--- src/rtl/access_pkg.sv ---
// Shared types and default mapping parameters for the access responder.
// Mapping under check: resource = (user * MULT) % MOD.
package access_pkg;

  localparam int ID_W_DEF = 4;
  localparam int MULT_DEF = 3;
  localparam int MOD_DEF  = 10;

  typedef enum logic [1:0] {
    RSN_OK       = 2'd0,
    RSN_MISMATCH = 2'd1,
    RSN_RANGE    = 2'd2,
    RSN_LOCKED   = 2'd3
  } rsp_reason_e;

  typedef enum logic [1:0] {
    IDLE  = 2'd0,
    CHECK = 2'd1,
    RESP  = 2'd2
  } state_e;

endpackage

--- src/rtl/access_lock_tracker.sv ---
// Per-user consecutive-deny counters and the single-user lockout timer.
// A user reaching the deny limit becomes the locked user; a newer lock replaces an older one.
module access_lock_tracker
  import access_pkg::*;
#(
  parameter int ID_W        = ID_W_DEF,
  parameter int DENY_LIMIT  = 3,
  parameter int LOCK_CYCLES = 16
) (
  input  logic            clk,
  input  logic            rst_n,
  input  logic            chk,
  input  logic [ID_W-1:0] user,
  input  logic            deny,
  input  logic            grant,
  input  logic            locked,
  output logic            lock_active,
  output logic [ID_W-1:0] lock_user
);

  localparam int USERS  = 1 << ID_W;
  localparam int DCNT_W = $clog2(DENY_LIMIT + 1);
  localparam int TMR_W  = $clog2(LOCK_CYCLES + 1);

  logic [DCNT_W-1:0] deny_cnt [USERS];
  logic [DCNT_W-1:0] cnt_inc;
  logic [TMR_W-1:0]  timer;
  logic              hit_limit;

  assign cnt_inc   = deny_cnt[user] + 1'b1;
  // A LOCKED check never reaches here as a deny, so the count is left alone.
  assign hit_limit = chk && deny && !locked && (cnt_inc >= DCNT_W'(DENY_LIMIT));

  always_ff @(posedge clk or negedge rst_n) begin
    if (!rst_n) begin
      for (int i = 0; i < USERS; i++) deny_cnt[i] <= '0;
    end else if (chk && !locked) begin
      if (grant || hit_limit)
        deny_cnt[user] <= '0;
      else if (deny)
        deny_cnt[user] <= cnt_inc;
    end
  end

  // Timer runs free of the FSM; lock drops on the edge where it steps 1 -> 0.
  always_ff @(posedge clk or negedge rst_n) begin
    if (!rst_n) begin
      lock_active <= 1'b0;
      lock_user   <= '0;
      timer       <= '0;
    end else if (hit_limit) begin
      lock_active <= 1'b1;
      lock_user   <= user;
      timer       <= TMR_W'(LOCK_CYCLES);
    end else if (timer != '0) begin
      timer <= timer - 1'b1;
      if (timer == TMR_W'(1)) lock_active <= 1'b0;
    end
  end

endmodule

--- src/rtl/access_responder.sv ---
// Resource-side responder: checks (user, resource) requests against the mapping and answers grant/deny.
// Optional ACCESS_RESP_STATS_EN adds saturating grant/deny handshake counters.
module access_responder
  import access_pkg::*;
#(
  parameter int ID_W        = ID_W_DEF,
  parameter int MULT        = MULT_DEF,
  parameter int MOD         = MOD_DEF,
  parameter int DENY_LIMIT  = 3,
  parameter int LOCK_CYCLES = 16
`ifdef ACCESS_RESP_STATS_EN
  ,
  parameter int CNT_W       = 16
`endif
) (
  input  logic            clk,
  input  logic            rst_n,
  input  logic            req_valid,
  output logic            req_ready,
  input  logic [ID_W-1:0] req_user_id,
  input  logic [ID_W-1:0] req_resource_id,
  output logic            rsp_valid,
  input  logic            rsp_ready,
  output logic            rsp_grant,
  output logic [1:0]      rsp_reason,
  output logic [ID_W-1:0] rsp_user_id,
  output logic [ID_W-1:0] rsp_resource_id,
  output logic            lock_active,
  output logic [ID_W-1:0] lock_user
`ifdef ACCESS_RESP_STATS_EN
  ,
  output logic [CNT_W-1:0] grant_cnt,
  output logic [CNT_W-1:0] deny_cnt
`endif
);

  localparam int PROD_W = ID_W + 2;

  state_e          state, state_next;
  logic [ID_W-1:0] user_q, res_q;
  rsp_reason_e     reason_q, reason;
  logic [PROD_W-1:0] expected;
  logic            locked, out_range, mismatch, grant, deny, chk;

  assign req_ready       = (state == IDLE);
  assign rsp_valid       = (state == RESP);
  assign rsp_reason      = reason_q;
  assign rsp_user_id     = user_q;
  assign rsp_resource_id = res_q;

  always_ff @(posedge clk or negedge rst_n) begin
    if (!rst_n) state <= IDLE;
    else        state <= state_next;
  end

  always_comb begin
    state_next = state;
    case (state)
      IDLE:    if (req_valid) state_next = CHECK;
      CHECK:   state_next = RESP;
      RESP:    if (rsp_ready) state_next = IDLE;
      default: state_next = IDLE;
    endcase
  end

  // Check stage: mapping evaluated at full width so user*MULT cannot wrap before the mod.
  always_comb begin
    expected  = (PROD_W'(user_q) * PROD_W'(MULT)) % PROD_W'(MOD);
    chk       = (state == CHECK);
    locked    = lock_active && (user_q == lock_user);
    out_range = PROD_W'(res_q) >= PROD_W'(MOD);
    mismatch  = PROD_W'(res_q) != expected;
    reason    = RSN_OK;
    if (locked)         reason = RSN_LOCKED;
    else if (out_range) reason = RSN_RANGE;
    else if (mismatch)  reason = RSN_MISMATCH;
    grant     = (reason == RSN_OK);
    deny      = (reason == RSN_RANGE) || (reason == RSN_MISMATCH);
  end

  always_ff @(posedge clk or negedge rst_n) begin
    if (!rst_n) begin
      user_q    <= '0;
      res_q     <= '0;
      rsp_grant <= 1'b0;
      reason_q  <= RSN_OK;
    end else begin
      if (state == IDLE && req_valid) begin
        user_q <= req_user_id;
        res_q  <= req_resource_id;
      end
      if (chk) begin
        rsp_grant <= grant;
        reason_q  <= reason;
      end
    end
  end

  access_lock_tracker #(
    .ID_W        (ID_W),
    .DENY_LIMIT  (DENY_LIMIT),
    .LOCK_CYCLES (LOCK_CYCLES)
  ) u_lock (
    .clk         (clk),
    .rst_n       (rst_n),
    .chk         (chk),
    .user        (user_q),
    .deny        (deny),
    .grant       (grant),
    .locked      (locked),
    .lock_active (lock_active),
    .lock_user   (lock_user)
  );

`ifdef ACCESS_RESP_STATS_EN
  always_ff @(posedge clk or negedge rst_n) begin
    if (!rst_n) begin
      grant_cnt <= '0;
      deny_cnt  <= '0;
    end else if (rsp_valid && rsp_ready) begin
      if (rsp_grant) begin
        if (grant_cnt != '1) grant_cnt <= grant_cnt + 1'b1;
      end else begin
        if (deny_cnt != '1) deny_cnt <= deny_cnt + 1'b1;
      end
    end
  end
`endif

endmodule
--- config.mk ---
export PLATFORM = sky130hd
export DESIGN_NAME = access_responder
export DESIGN_NICKNAME = d
export VERILOG_FILES = /design/src/rtl/access_pkg.sv /design/src/rtl/access_lock_tracker.sv /design/src/rtl/access_responder.sv
export SDC_FILE = /design/constraint.sdc
export NUM_CORES = 1
export LEC_CHECK = 0
export ABC_CLOCK_PERIOD_IN_PS = 15100
export CORE_ASPECT_RATIO = 1.25
export CORE_MARGIN = 2
export CORE_UTILIZATION = 60
export DETAILED_ROUTE_END_ITERATION = 8
export GPL_TIMING_DRIVEN = 0
export PLACE_DENSITY = 0.95
export SLEW_MARGIN = 20
export SYNTH_ARGS = -nofsm -noshare
export SYNTH_HDL_FRONTEND = slang
export SYNTH_SLANG_ARGS = --single-unit
--- constraint.sdc ---
create_clock -name clk -period 15.1 [get_ports clk]
set_input_delay 3.02 -clock clk [delete_from_list [all_inputs] [get_ports clk]]
set_output_delay 3.02 -clock clk [all_outputs]
set_load 0.05 [all_outputs]
## Word level (Yosys, flattened, before mapping)

Cells that the tools add are included.

- Reductions and logical operators: 19
- $add $sub $neg: 2
- Div/mod/pow operators: 1
- Bitwise operators: 3
- Equal/unequal tests: 9
- Magnitude comparators: 4
- Multiplexer cells: 19
- Shift-type cells: 0
- Multiply operators: 1

Operators by type and width:

| kind | number |
|---|---|
| two-way mux 32 bit | 2 |
| AND 32 bit | 1 |
| bitwise mux 32 bit | 1 |
| NOT 32 bit | 1 |
| two-way mux 2 bit | 7 |
| two-way mux 5 bit | 2 |
| binary-select mux 2 bit (select 4 bit) | 1 |
| demux 2 bit (select 4 bit) | 1 |
| logical AND 1 bit | 7 |
| modulo 6 x 4 -> 6 bit, second input constant | 1 |
| multiplier 4 x 2 -> 6 bit, second input constant | 1 |
| != test 4 x 6 -> 1 bit | 1 |
| case mux 2 bit (3 select lines) | 1 |
| AND reduction 2 bit | 3 |
| nonzero test 2 bit | 3 |
| == test 5 x 1 -> 1 bit, second input constant | 1 |
| >= comparator 5 bit, second input constant | 1 |
| < comparator 5 x 1 -> 1 bit, second input constant | 1 |
| NOT 4 -> 5 bit | 1 |
| nonzero test 5 bit | 1 |
| subtractor 5 x 1 -> 5 bit, second input constant | 1 |
| == test 2 x 1 -> 1 bit, second input constant | 2 |
| == test 2 bit, second input constant | 2 |
| == test 4 bit | 1 |
| 9 further kinds | 14 |

- Memories: 0
- Register bits: 55
- Memory bits (writable): 0
- Memory bits (read-only): 0
- Latch bits: 0

## Depth between registers and ports, before layout

Gate-level depths: netlist of the first run.

- Depth after elaboration: 14
- Gate-level depth with buffers: 20

## Modules after synthesis

From an unflattened synthesis of the first run, not the netlist that was laid out.

- Cell total of the unflattened synthesis: 343
- Area total of the unflattened synthesis: 3572.2 µm²

By module, submodules not included:

| module | seq. area each (µm²) | times used | cells an instance | area each (µm²) |
|---|---|---|---|---|
| access_lock_tracker | 1051.0 | 1 | 204 | 2318.5 |
| access_responder | 325.3 | 1 | 139 | 1253.7 |

## Least setup slack after synthesis of the first run

OpenSTA, ideal clock, no wires.

- Path kind: reg2reg
- From: register user_q[2], in the netlist rsp_user_id[2]
- To: register u_lock.deny_cnt[11] (netlist name)
- Arrival: 5.187 ns
- Slack: 9.848 ns
- Cell stages (with the launch flop): 21
- Path through: dfrtp_1 inv_1 ha_1 nor2_1 nor3_1 nor2_1 inv_1 ha_1 o21ai_0 o311ai_0 nor2_1 a211o_2 a22oi_1 o221ai_2 a221oi_2 ha_1 and3_1 clkbuf_1 nor3_1 clkbuf_1 mux2_2

- Word-level cells in the longest chain between the ends: 14
- Elaborated cells on any way between the ends: 36
- Those cells by class: add/sub: 1; mul: 1; div: 1; order compare: 3; eq/ne: 4; mux: 11; bitwise: 3; reduce/logical: 12

RTL lines:

| element | RTL line | text |
|---|---|---|
| from (decl) | access_responder.sv:40 | `logic [ID_W-1:0] user_q, res_q;` |
| from (signal assigned) | access_responder.sv:89 | `user_q <= req_user_id;` |
| multiplier 4 x 2 -> 6 bit | access_responder.sv:68 | `expected = (PROD_W'(user_q) * PROD_W'(MULT)) % PROD_W'(MOD);` |
| modulo 6 x 4 -> 6 bit | access_responder.sv:68 |  |
| != test 4 x 6 -> 1 bit | access_responder.sv:72 | `mismatch = PROD_W'(res_q) != expected;` |
| two-way mux 1 bit | access_responder.sv:76 | `else if (mismatch) reason = RSN_MISMATCH;` |
| two-way mux 2 bit | access_responder.sv:75 | `else if (out_range) reason = RSN_RANGE;` |
| two-way mux 2 bit | access_responder.sv:74 | `if (locked) reason = RSN_LOCKED;` |
| == test 2 bit / == test 2 x 1 -> 1 bit (equally long branches) | access_responder.sv:78 | `deny = (reason == RSN_RANGE) \|\| (reason == RSN_MISMATCH);` |
| logical OR 1 bit | access_responder.sv:78 |  |
| logical AND 1 bit (3 in a row) | access_lock_tracker.sv:32 | `assign hit_limit = chk && deny && !locked && (cnt_inc >= DCNT_W'(DENY_LIMIT));` |
| logical OR 1 bit | access_lock_tracker.sv:38 | `if (grant \|\| hit_limit)` |
| nonzero test 2 bit (no source line) | -- |  |
| AND reduction 2 bit (no source line) | -- |  |
| to (signal, indexed assignment) | access_lock_tracker.sv:41 | `deny_cnt[user] <= cnt_inc;` |
| to (decl) | access_lock_tracker.sv:25 | `logic [DCNT_W-1:0] deny_cnt [USERS];` |

Several ways; a longest one is shown, not always the timed one. The select of a mux whose other input is x is not followed.
A chain may end at the register's enable or synchronous reset.

## Final worst setup path of the first run

- From: register user_q[3], in the netlist rsp_user_id[3]
- To: register u_lock.deny_cnt[21] (netlist name)

Same word-level chain as after synthesis.

==> results of run 1 <==
[logic make-up after synthesis]
kind of cell / synth area share
mux: 0.201
fa+ha+maj: 0.0782
simple gates: 0.129
compound gates: 0.121
flops: 0.418
buf+inv: 0.0342
xor+xnor: 0.0182
[synthesized netlist by cell type, drive strengths merged, types with 6 or more instances]
cell	n	share of area
clkbuf	6	0.0099
o21ai	18	0.027
mux4	10	0.068
nor3	8	0.012
nor2	10	0.011
ha	19	0.072
mux2	38	0.13
nand2	34	0.039
and2	6	0.011
dfrtp	55	0.42
inv	16	0.018
[routing by layer]
| metal | vias to the layer above | part of all wire | GRT usage |
|---|---|---|---|
| met1 | 1193 | 0.41 | 0.289 |
| met3 | 16 | 0.042 | 0.0395 |
| met4 | 0 | 0.018 | 0.0944 |
| met5 | - | 0 | 0 |
| li1 | 1137 | - | - |
| met2 | 61 | 0.53 | 0.443 |
[cell type report]
class | count | share of cell area
Timing Repair Buffer | 29 | 0.0767
Multi-Input combinational cell | 210 | 0.481
Clock inverter | 2 | 0.00434
Clock buffer | 6 | 0.0193
Buffer | 10 | 0.0140
Tap cell | 64 | 0.0213
Sequential cell | 55 | 0.367
Inverter | 16 | 0.0160
[flip-flops by register name (all words and copies together) (netlist names), 2 cells and up]
register	cells
u_lock.timer	5
state	2
rsp_reason	2
u_lock.deny_cnt	32
u_lock.lock_user	4
rsp_resource_id	4
rsp_user_id	4
[cells in the final DEF, fill, tap and decap left out, types with 2 or more instances in the layout]
| cell type | Yosys | layout |
|---|---|---|
| and2_1 | 6 | 6 |
| o21a_1 | 2 | 2 |
| nor2b_1 | 2 | 2 |
| a211oi_1 | 3 | 3 |
| inv_1 | 15 | 15 |
| mux4_2 | 10 | 10 |
| nor3_1 | 8 | 8 |
| nand2b_1 | 4 | 4 |
| or3_1 | 2 | 2 |
| o221ai_1 | 3 | 3 |
| nor2_1 | 10 | 10 |
| xor2_1 | 2 | 2 |
| clkbuf_1 | 5 | 6 |
| and2b_2 | 2 | 2 |
| or2_2 | 4 | 4 |
| buf_2 | 4 | 4 |
| nand2_1 | 34 | 34 |
| mux2_2 | 38 | 38 |
| o31ai_1 | 2 | 2 |
| xnor2_1 | 3 | 3 |
| or3_2 | 2 | 2 |
| nand3_1 | 3 | 3 |
| a31oi_1 | 3 | 3 |
| dfrtp_1 | 55 | 55 |
| clkdlybuf4s50_1 | 0 | 28 |
| o2111ai_1 | 2 | 2 |
| clkbuf_8 | 1 | 6 |
| o21ai_0 | 18 | 18 |
| ha_1 | 19 | 19 |
[worst paths after layout]
| kind | start | endpoint | cells after the start |
|---|---|---|---|
| setup / recovery | rsp_user_id[3] | u_lock.deny_cnt[21] | 20 |
| hold / removal | u_lock.deny_cnt[8] | u_lock.deny_cnt[8] | 1 |
| setup reg to reg | rsp_user_id[3] | u_lock.deny_cnt[21] | 20 |
| hold reg to reg | u_lock.deny_cnt[8] | u_lock.deny_cnt[8] | 1 |
| max in group asynchronous | rst_n | rsp_resource_id[3] | 1 |
| min in group asynchronous | rst_n | u_lock.deny_cnt[3] | 1 |
[critical path, cell delays in order, from the launching register on]
cell and delay, ps:
dfrtp_1 620, inv_1 260, ha_1 380, nor2_1 290, nor3_1 170, nor2_1 290
inv_1 100, ha_1 380, o21ai_0 110, o311ai_0 500, nor2_1 190, a211o_2 300
a22oi_1 200, o221ai_2 120, a221oi_2 240, ha_1 280, and3_1 170, clkbuf_1 150
nor3_1 590, clkbuf_1 400, mux2_2 240
[metrics by stage]
step | instance area, um2 | util | worst slack (ps)
2_1_floorplan | 3290 | - | 9850
3_3_place_gp | 3660 | 0.683 | 9250
6_report | 3750 | 0.699 | 9070
5_1_grt | 3750 | 0.699 | 8570
3_5_place_dp | 3660 | 0.682 | 9180
4_1_cts | 3750 | 0.699 | 9070
==> flow_summary.json, run 1 <==
{
  "dp_hpwl_um": 5140,
  "finClkSkew_ps": 4.87,
  "rows": 30,
  "numCtsBuffers": 5,
  "io_pins": 30,
  "core_area_um2": 5370,
  "fp.dieW_um": 70.3,
  "max-slew-margin-rel": 0.506,
  "antennaDiodeCount": 0,
  "grt_pass1_vias": 2476,
  "hold-worst-slack_ps": 511,
  "grt_first_pass_wirelength_um": 11700,
  "cts_root_buf": "clkbuf_8",
  "ys.flop_type": "dfrtp_1",
  "status": "completed",
  "cts_sinks": 55,
  "drcViolationCount": 0,
  "rsz0062_at_grt": "no",
  "cts_setup_buffers": 0,
  "yosys_warnings": 0,
  "timing.final.crit_share": 0.399,
  "io_buffers": 29,
  "die_area_um2": 6100,
  "worst_pin_slew_ps": 735,
  "hold_path.class": "flop to flop",
  "worstSkewPairLatency_ps": 310,
  "required_ps": 15350,
  "post_drt_wl_per_cell_um": 17.5,
  "synth_cell_types": 57,
  "drt_pre_antenna_iters": 4,
  "critPathLaunchType": "flop",
  "arrival_ps": 6290,
  "fmax_mhz": 166,
  "nNetsFinal": 359,
  "cts_resized": 0,
  "track_usage": 0.244,
  "finalSetupViolCount": 0,
  "cp-end-kind": "flop",
  "drive_above_1_share": 0.250,
  "critPathKind": "flop to flop",
  "seq_area_um2": 1380,
  "mappedNetlistNets": 323,
  "multi_input_area_um2": 1810,
  "cts_tree": "yes",
  "synth_cells": 291,
  "slew_violations": 0,
  "h-tree-depth": 2,
  "fin_cells": 392,
  "synth.avg_cell_area_um2": 11.3,
  "globalplace.congestion": 0.879,
  "seq_area_frac_synth": 0.418,
  "die_y_um": 86.8,
  "nFillCells": 388,
  "start_util": 0.614,
  "holdBufCountCts": 0,
  "grt_max_degree": 56,
  "ys_async_sr_fraction": 1.00,
  "antenna_found_initial": 0,
  "fin_setup_tns_ps": 0,
  "dp.cells": 384,
  "r2r_slack_ps": 9070,
  "cts.reportedPaths.clkPinSlew_ps": 100,
  "finalHoldViolations": 0,
  "synth-edff-count": 0,
  "drt_iter0_drc": 190,
  "min_period_ps": 6030,
  "via_per_inst": 6.14,
  "netlist_area_um2": 3290,
  "crit_fanout": 12,
  "vias": 2407,
  "yosys_register_bits": 55,
  "wl_um": 6840,
  "ant_nets": 0,
  "max_cap_viol_count": 0,
  "grt.overflow.total": 0,
  "clk_path_buf_depth": 2,
  "area_growth_pct": 13.9
}
Power of run 1 is left out: the tool's default activity adds up to more than one toggle a clock period on the data nets, which glitch-free logic cannot reach.
==> run 2: changes to the inputs <==
--- a/config.mk
+++ b/config.mk
@@ -5,13 +5,13 @@
 export SDC_FILE = /design/constraint.sdc
 export NUM_CORES = 1
 export LEC_CHECK = 0
-export ABC_CLOCK_PERIOD_IN_PS = 15100
+export ABC_CLOCK_PERIOD_IN_PS = 5600
 export CORE_ASPECT_RATIO = 1.25
 export CORE_MARGIN = 2
-export CORE_UTILIZATION = 60
+export CORE_UTILIZATION = 58
 export DETAILED_ROUTE_END_ITERATION = 8
 export GPL_TIMING_DRIVEN = 0
-export PLACE_DENSITY = 0.95
+export PLACE_DENSITY = 0.92
 export SLEW_MARGIN = 20
 export SYNTH_ARGS = -nofsm -noshare
 export SYNTH_HDL_FRONTEND = slang
==> constraint.sdc (replaced) <==
create_clock -name clk -period 5.6 [get_ports clk]
set_input_delay 1.12 -clock clk [delete_from_list [all_inputs] [get_ports clk]]
set_output_delay 1.12 -clock clk [all_outputs]
set_load 0.05 [all_outputs]
==> run 2 against run 1 <==
Effect of this change: flip-flop and latch count is the same; global-route usage shrank 0.31 points; worst hold slack is essentially flat; cell area grew 2.0%; core utilization grew 0.42 points; wire length grew 5.7%; via count grew 0.87%; worst setup slack lost 8700 ps; critical path depth shrank 1; fmax grew 15%; largest cell class unchanged.
==> flow_summary.json, run 2 (synthesis results as in run 1) <==
{
  "cts_root_buf": "clkbuf_8",
  "timing.final.crit_share": 0.934,
  "critPathKind": "flop to flop",
  "rows": 30,
  "clk_path_buf_depth": 2,
  "numCtsBuffers": 5,
  "critPathLaunchType": "flop",
  "fmax_mhz": 191,
  "die_y_um": 88.3,
  "hold-worst-slack_ps": 511,
  "finClkSkew_ps": 11.1,
  "max_cap_viol_count": 0,
  "post_drt_wl_per_cell_um": 18.4,
  "nNetsFinal": 361,
  "grt.overflow.total": 0,
  "area_growth_pct": 16.1,
  "io_pins": 30,
  "worst_pin_slew_ps": 687,
  "cp-end-kind": "flop",
  "postLayoutCoreUtil": 0.703,
  "ant_nets": 0,
  "hold_path.class": "flop to flop",
  "finalHoldViolations": 0,
  "hold_path_depth": 2,
  "r2r_slack_ps": 370,
  "track_usage": 0.241,
  "min_to": "rsp_reason[1]",
  "core_area_um2": 5440,
  "antenna_found_initial": 0,
  "final_cell_mix": "dfrtp_1 (53), mux2_2 (38), nand2_1 (34)",
  "finalSetupViolCount": 0,
  "globalplace.congestion": 0.878,
  "io_buffers": 29,
  "min_period_ps": 5230,
  "die_area_um2": 6300,
  "hold_start": "rsp_reason[1]",
  "largest_register": "u_lock.deny_cnt",
  "antennaDiodeCount": 0,
  "largest_reg_flops": 32,
  "grt_pass1_vias": 2452,
  "drive_above_1_share": 0.291,
  "slew_violations": 0,
  "h-tree-depth": 2,
  "cts.reportedPaths.clkPinSlew_ps": 110,
  "start_util": 0.605,
  "via_per_inst": 6.16,
  "status": "completed",
  "holdBufCountCts": 0,
  "grt_max_degree": 56,
  "required_ps": 5870,
  "max-slew-margin-rel": 0.542,
  "worstSkewPairLatency_ps": 330,
  "top_regs": "u_lock.deny_cnt: 32 flops, u_lock.timer: 5 flops",
  "crit_fanout": 10,
  "r2r_cells": 19,
  "cts_sinks": 55,
  "dp_hpwl_um": 5150,
  "r2r_end": "u_lock.deny_cnt[23]",
  "vias": 2428,
  "fin_ws_ps": 368,
  "r2r_start": "rsp_user_id[1]",
  "fp.dieW_um": 71.4,
  "startpoint": "rsp_user_id[1]",
  "drt_iter0_drc": 170,
  "drcViolationCount": 0,
  "wl_um": 7230,
  "arrival_ps": 5500,
  "cts_tree": "yes",
  "rsz0062_at_grt": "no",
  "pre_cts_ws_ps": -460,
  "grt_first_pass_wirelength_um": 11600,
  "final_common_cell": "dfrtp_1",
  "drt_pre_antenna_iters": 4
}
-- run 2: cell types whose count changed in the layout (fill, tap and decap cells not counted), sizes merged --
cell | before | now
inv | 17 | 18
buf | 5 | 7
clkbuf | 12 | 11
-- run 2: critical path, stage by stage (launching register included) --
cell,delay [ps]
dfrtp_1,550
ha_1,370
inv_1,90
fa_1,420
xor2_2,280
inv_2,130
ha_1,360
o21ai_0,240
o311ai_2,130
nor2_1,270
o221ai_1,170
a311oi_2,360
o221ai_2,150
a221oi_2,230
ha_1,280
and3_1,170
clkbuf_1,200
nor3_4,310
clkbuf_2,270
mux2_2,190
-- run 2: final cells by class --
type	count	area, um2
clock buffers	5	68.8
well taps	64	80.1
multi-input cells	210	1850
repair buffers	31	303
flip-flops and latches	55	1380
fillers	393	1620
inverters	16	60.1
clock inverters	3	27.5
plain buffers	10	53.8
-- run 2: what timing repair did --
action,in CTS,in global routing
resized for setup,5,9
endpoints found under the setup margin,32,40
setup buffers,0,2
pin swaps,0,1
-- run 2: stage by stage --
step	setup TNS, ps	cells	area (um2)
floorplan	0	291	3290
global placement	-4670	384	3660
detailed placement	-8620	384	3660
CTS	0	392	3770
global route	0	394	3830
finish	0	394	3830
-- run 2: worst max path at each step --
stage                                      to  cells after the start  slack [ps]
after floorplan           u_lock.deny_cnt[11]                     20         350
after global routing       u_lock.deny_cnt[9]                     20          70
final                     u_lock.deny_cnt[23]                     19         370
after detailed placement  u_lock.deny_cnt[23]                     20        -460
after CTS                 u_lock.deny_cnt[13]                     20          20
after global placement     u_lock.deny_cnt[5]                     20        -320
-- run 2: routing by layer --
layer,part of all wire,vias to the layer above,global-route usage
met5,0,-,0
met4,0.023,0,0.105
met3,0.043,16,0.0399
met2,0.54,66,0.447
met1,0.39,1220,0.272
li1,-,1126,-
Power of run 2 is left out for the same reason.
==> run 3: changes to the inputs <==
--- a/config.mk
+++ b/config.mk
@@ -8,10 +8,10 @@
 export ABC_CLOCK_PERIOD_IN_PS = 5600
 export CORE_ASPECT_RATIO = 1.25
 export CORE_MARGIN = 2
-export CORE_UTILIZATION = 58
+export CORE_UTILIZATION = 55
 export DETAILED_ROUTE_END_ITERATION = 8
 export GPL_TIMING_DRIVEN = 0
-export PLACE_DENSITY = 0.92
+export PLACE_DENSITY = 0.89
 export SLEW_MARGIN = 20
 export SYNTH_ARGS = -nofsm -noshare
 export SYNTH_HDL_FRONTEND = slang
==> run 3 against run 2 <==
Effect of this change: cell area rose by 0.56%; clock skew is 2.3 ps higher; worst setup slack worse by 28 ps; global-route usage decreased by 1.1 points; non-clock buffer count increased by 1; core utilization shrank 3.7 points; critical path type unchanged; sequential share of layout area decreased by 0.20 points; highest routed layer unchanged; critical path depth stayed put.
==> flow_summary.json, run 3 (synthesis results as in run 1) <==
{
  "arrival_ps": 5520,
  "required_ps": 5860,
  "status": "completed",
  "hold_start": "rsp_reason[1]",
  "antenna_found_initial": 0,
  "min_period_ps": 5260,
  "crit_top_cell": "ha_1",
  "r2r_cells": 19,
  "track_usage": 0.230,
  "antennaDiodeCount": 0,
  "slowest_delay_ps": 530,
  "critPathKind": "flop to flop",
  "crit_slowest_cell": "dfrtp_1",
  "finalHoldViolations": 0,
  "globalplace.congestion": 0.888,
  "slew_violations": 0,
  "crit_chain": "ha_1, inv_1, fa_1, xor2_2, inv_2, ha_1, o21ai_0, o311ai_2, nor2_1, o221ai_1, a311oi_2, o221ai_2, a221oi_2, ha_1, and3_1, clkbuf_1, nor3_4, clkbuf_2, mux2_2",
  "vias": 2453,
  "rows": 31,
  "r2r_start": "rsp_user_id[1]",
  "largest_reg_flops": 32,
  "fin_ws_ps": 340,
  "cts_sinks": 55,
  "grt_pass1_vias": 2480,
  "io_buffers": 29,
  "drt_iter0_drc": 162,
  "grt_first_pass_wirelength_um": 11800,
  "grt.overflow.total": 0,
  "core_area_um2": 5780,
  "cts_tree": "yes",
  "final_common_cell": "dfrtp_1",
  "start_util": 0.570,
  "max-slew-margin-rel": 0.538,
  "finClkSkew_ps": 13.4,
  "die_area_um2": 6630,
  "drcViolationCount": 0,
  "wl_um": 7220,
  "ant_nets": 0,
  "post_drt_wl_per_cell_um": 18.2,
  "grt_max_degree": 56,
  "clk_path_buf_depth": 2,
  "r2r_slack_ps": 340,
  "timing.final.crit_share": 0.939,
  "cts.reportedPaths.clkPinSlew_ps": 110,
  "worstSkewPairLatency_ps": 320,
  "via_per_inst": 6.18,
  "critPathLaunchType": "flop",
  "nFillCells": 399,
  "die_y_um": 90.5,
  "io_pins": 30,
  "finalSetupViolCount": 0,
  "h-tree-depth": 2,
  "cts_root_buf": "clkbuf_8",
  "r2r_end": "u_lock.deny_cnt[5]",
  "drive_above_1_share": 0.287,
  "dp_hpwl_um": 5030,
  "max_cap_viol_count": 0,
  "crit_fanout": 10,
  "hold_path.class": "flop to flop",
  "fmax_mhz": 190,
  "final_cell_mix": "dfrtp_1 (53), mux2_2 (38), nand2_1 (34)",
  "cp-end-kind": "flop",
  "area_growth_pct": 16.8,
  "nNetsFinal": 362,
  "seq_area_um2": 1380,
  "top_regs": "u_lock.deny_cnt: 32 flops, u_lock.timer: 5 flops",
  "largest_register": "u_lock.deny_cnt",
  "hold_path_depth": 2,
  "numCtsBuffers": 5,
  "pre_cts_ws_ps": -428,
  "drt_pre_antenna_iters": 4,
  "min_to": "rsp_reason[1]",
  "worst_pin_slew_ps": 692,
  "multi_input_area_um2": 1850,
  "fp.dieW_um": 73.2
}
-- run 3: critical path: cells and delay by family (launching register included) --
kind / cells / cell delay [ps]
AOI/OAI and AO/OA: 6 / 1380
xor gates and xnor gates: 1 / 260
adders and majority gates: 4 / 1430
buffers and inverters: 4 / 690
DFF: 1 / 530
muxes: 1 / 180
and+or+nand+nor: 3 / 730
-- run 3: metrics by stage --
| stage | util | instance area (um2) | instances | hold slack [ps] | setup TNS [ps] |
|---|---|---|---|---|---|
| after floorplan | - | 3290 | 291 | 474 | 0 |
| after global placement | 0.635 | 3670 | 386 | 473 | -5380 |
| after detailed placement | 0.634 | 3660 | 386 | 473 | -9510 |
| after CTS | 0.655 | 3790 | 394 | 498 | 0 |
| after global routing | 0.666 | 3850 | 397 | 526 | -4.52 |
| final | 0.666 | 3850 | 397 | 498 | 0 |
-- run 3: cell type report --
| class | count | area share |
|---|---|---|
| sequential | 55 | 0.358 |
| multi-input combinational | 210 | 0.481 |
| buffer | 10 | 0.0140 |
| clock inverter | 2 | 0.0101 |
| timing repair buffer | 32 | 0.0807 |
| tap | 66 | 0.0215 |
| clock buffer | 6 | 0.0189 |
| inverter | 16 | 0.0156 |
-- run 3: how the worst max path moves through the flow --
stage | startpoint | to | slack [ps]
floorplan | rsp_user_id[2] | u_lock.deny_cnt[11] | 350
global placement | rsp_user_id[3] | u_lock.deny_cnt[11] | -310
detailed placement | rsp_user_id[3] | u_lock.deny_cnt[21] | -430
CTS | rsp_user_id[2] | u_lock.deny_cnt[5] | 30
global route | rsp_user_id[1] | u_lock.deny_cnt[23] | -3
finish | rsp_user_id[1] | u_lock.deny_cnt[5] | 340
-- run 3: routing by layer --
| metal | routed length (um) | vias up | track usage |
|---|---|---|---|
| met3 | 332 | 27 | 0.0469 |
| met1 | 2860 | 1210 | 0.275 |
| met4 | 291 | 0 | 0.128 |
| li1 | - | 1140 | - |
| met2 | 3730 | 76 | 0.378 |
| met5 | 0 | - | 0 |
-- run 3: timing repair --
item	4_1_cts	5_1_grt
gates cloned	0	0
resized for setup	4	10
hold buffers	0	0
endpoints found under the hold margin	0	0
setup endpoints to repair	32	38
pin swaps	0	1
buffers inserted	0	3
Power of run 3 is left out for the same reason.
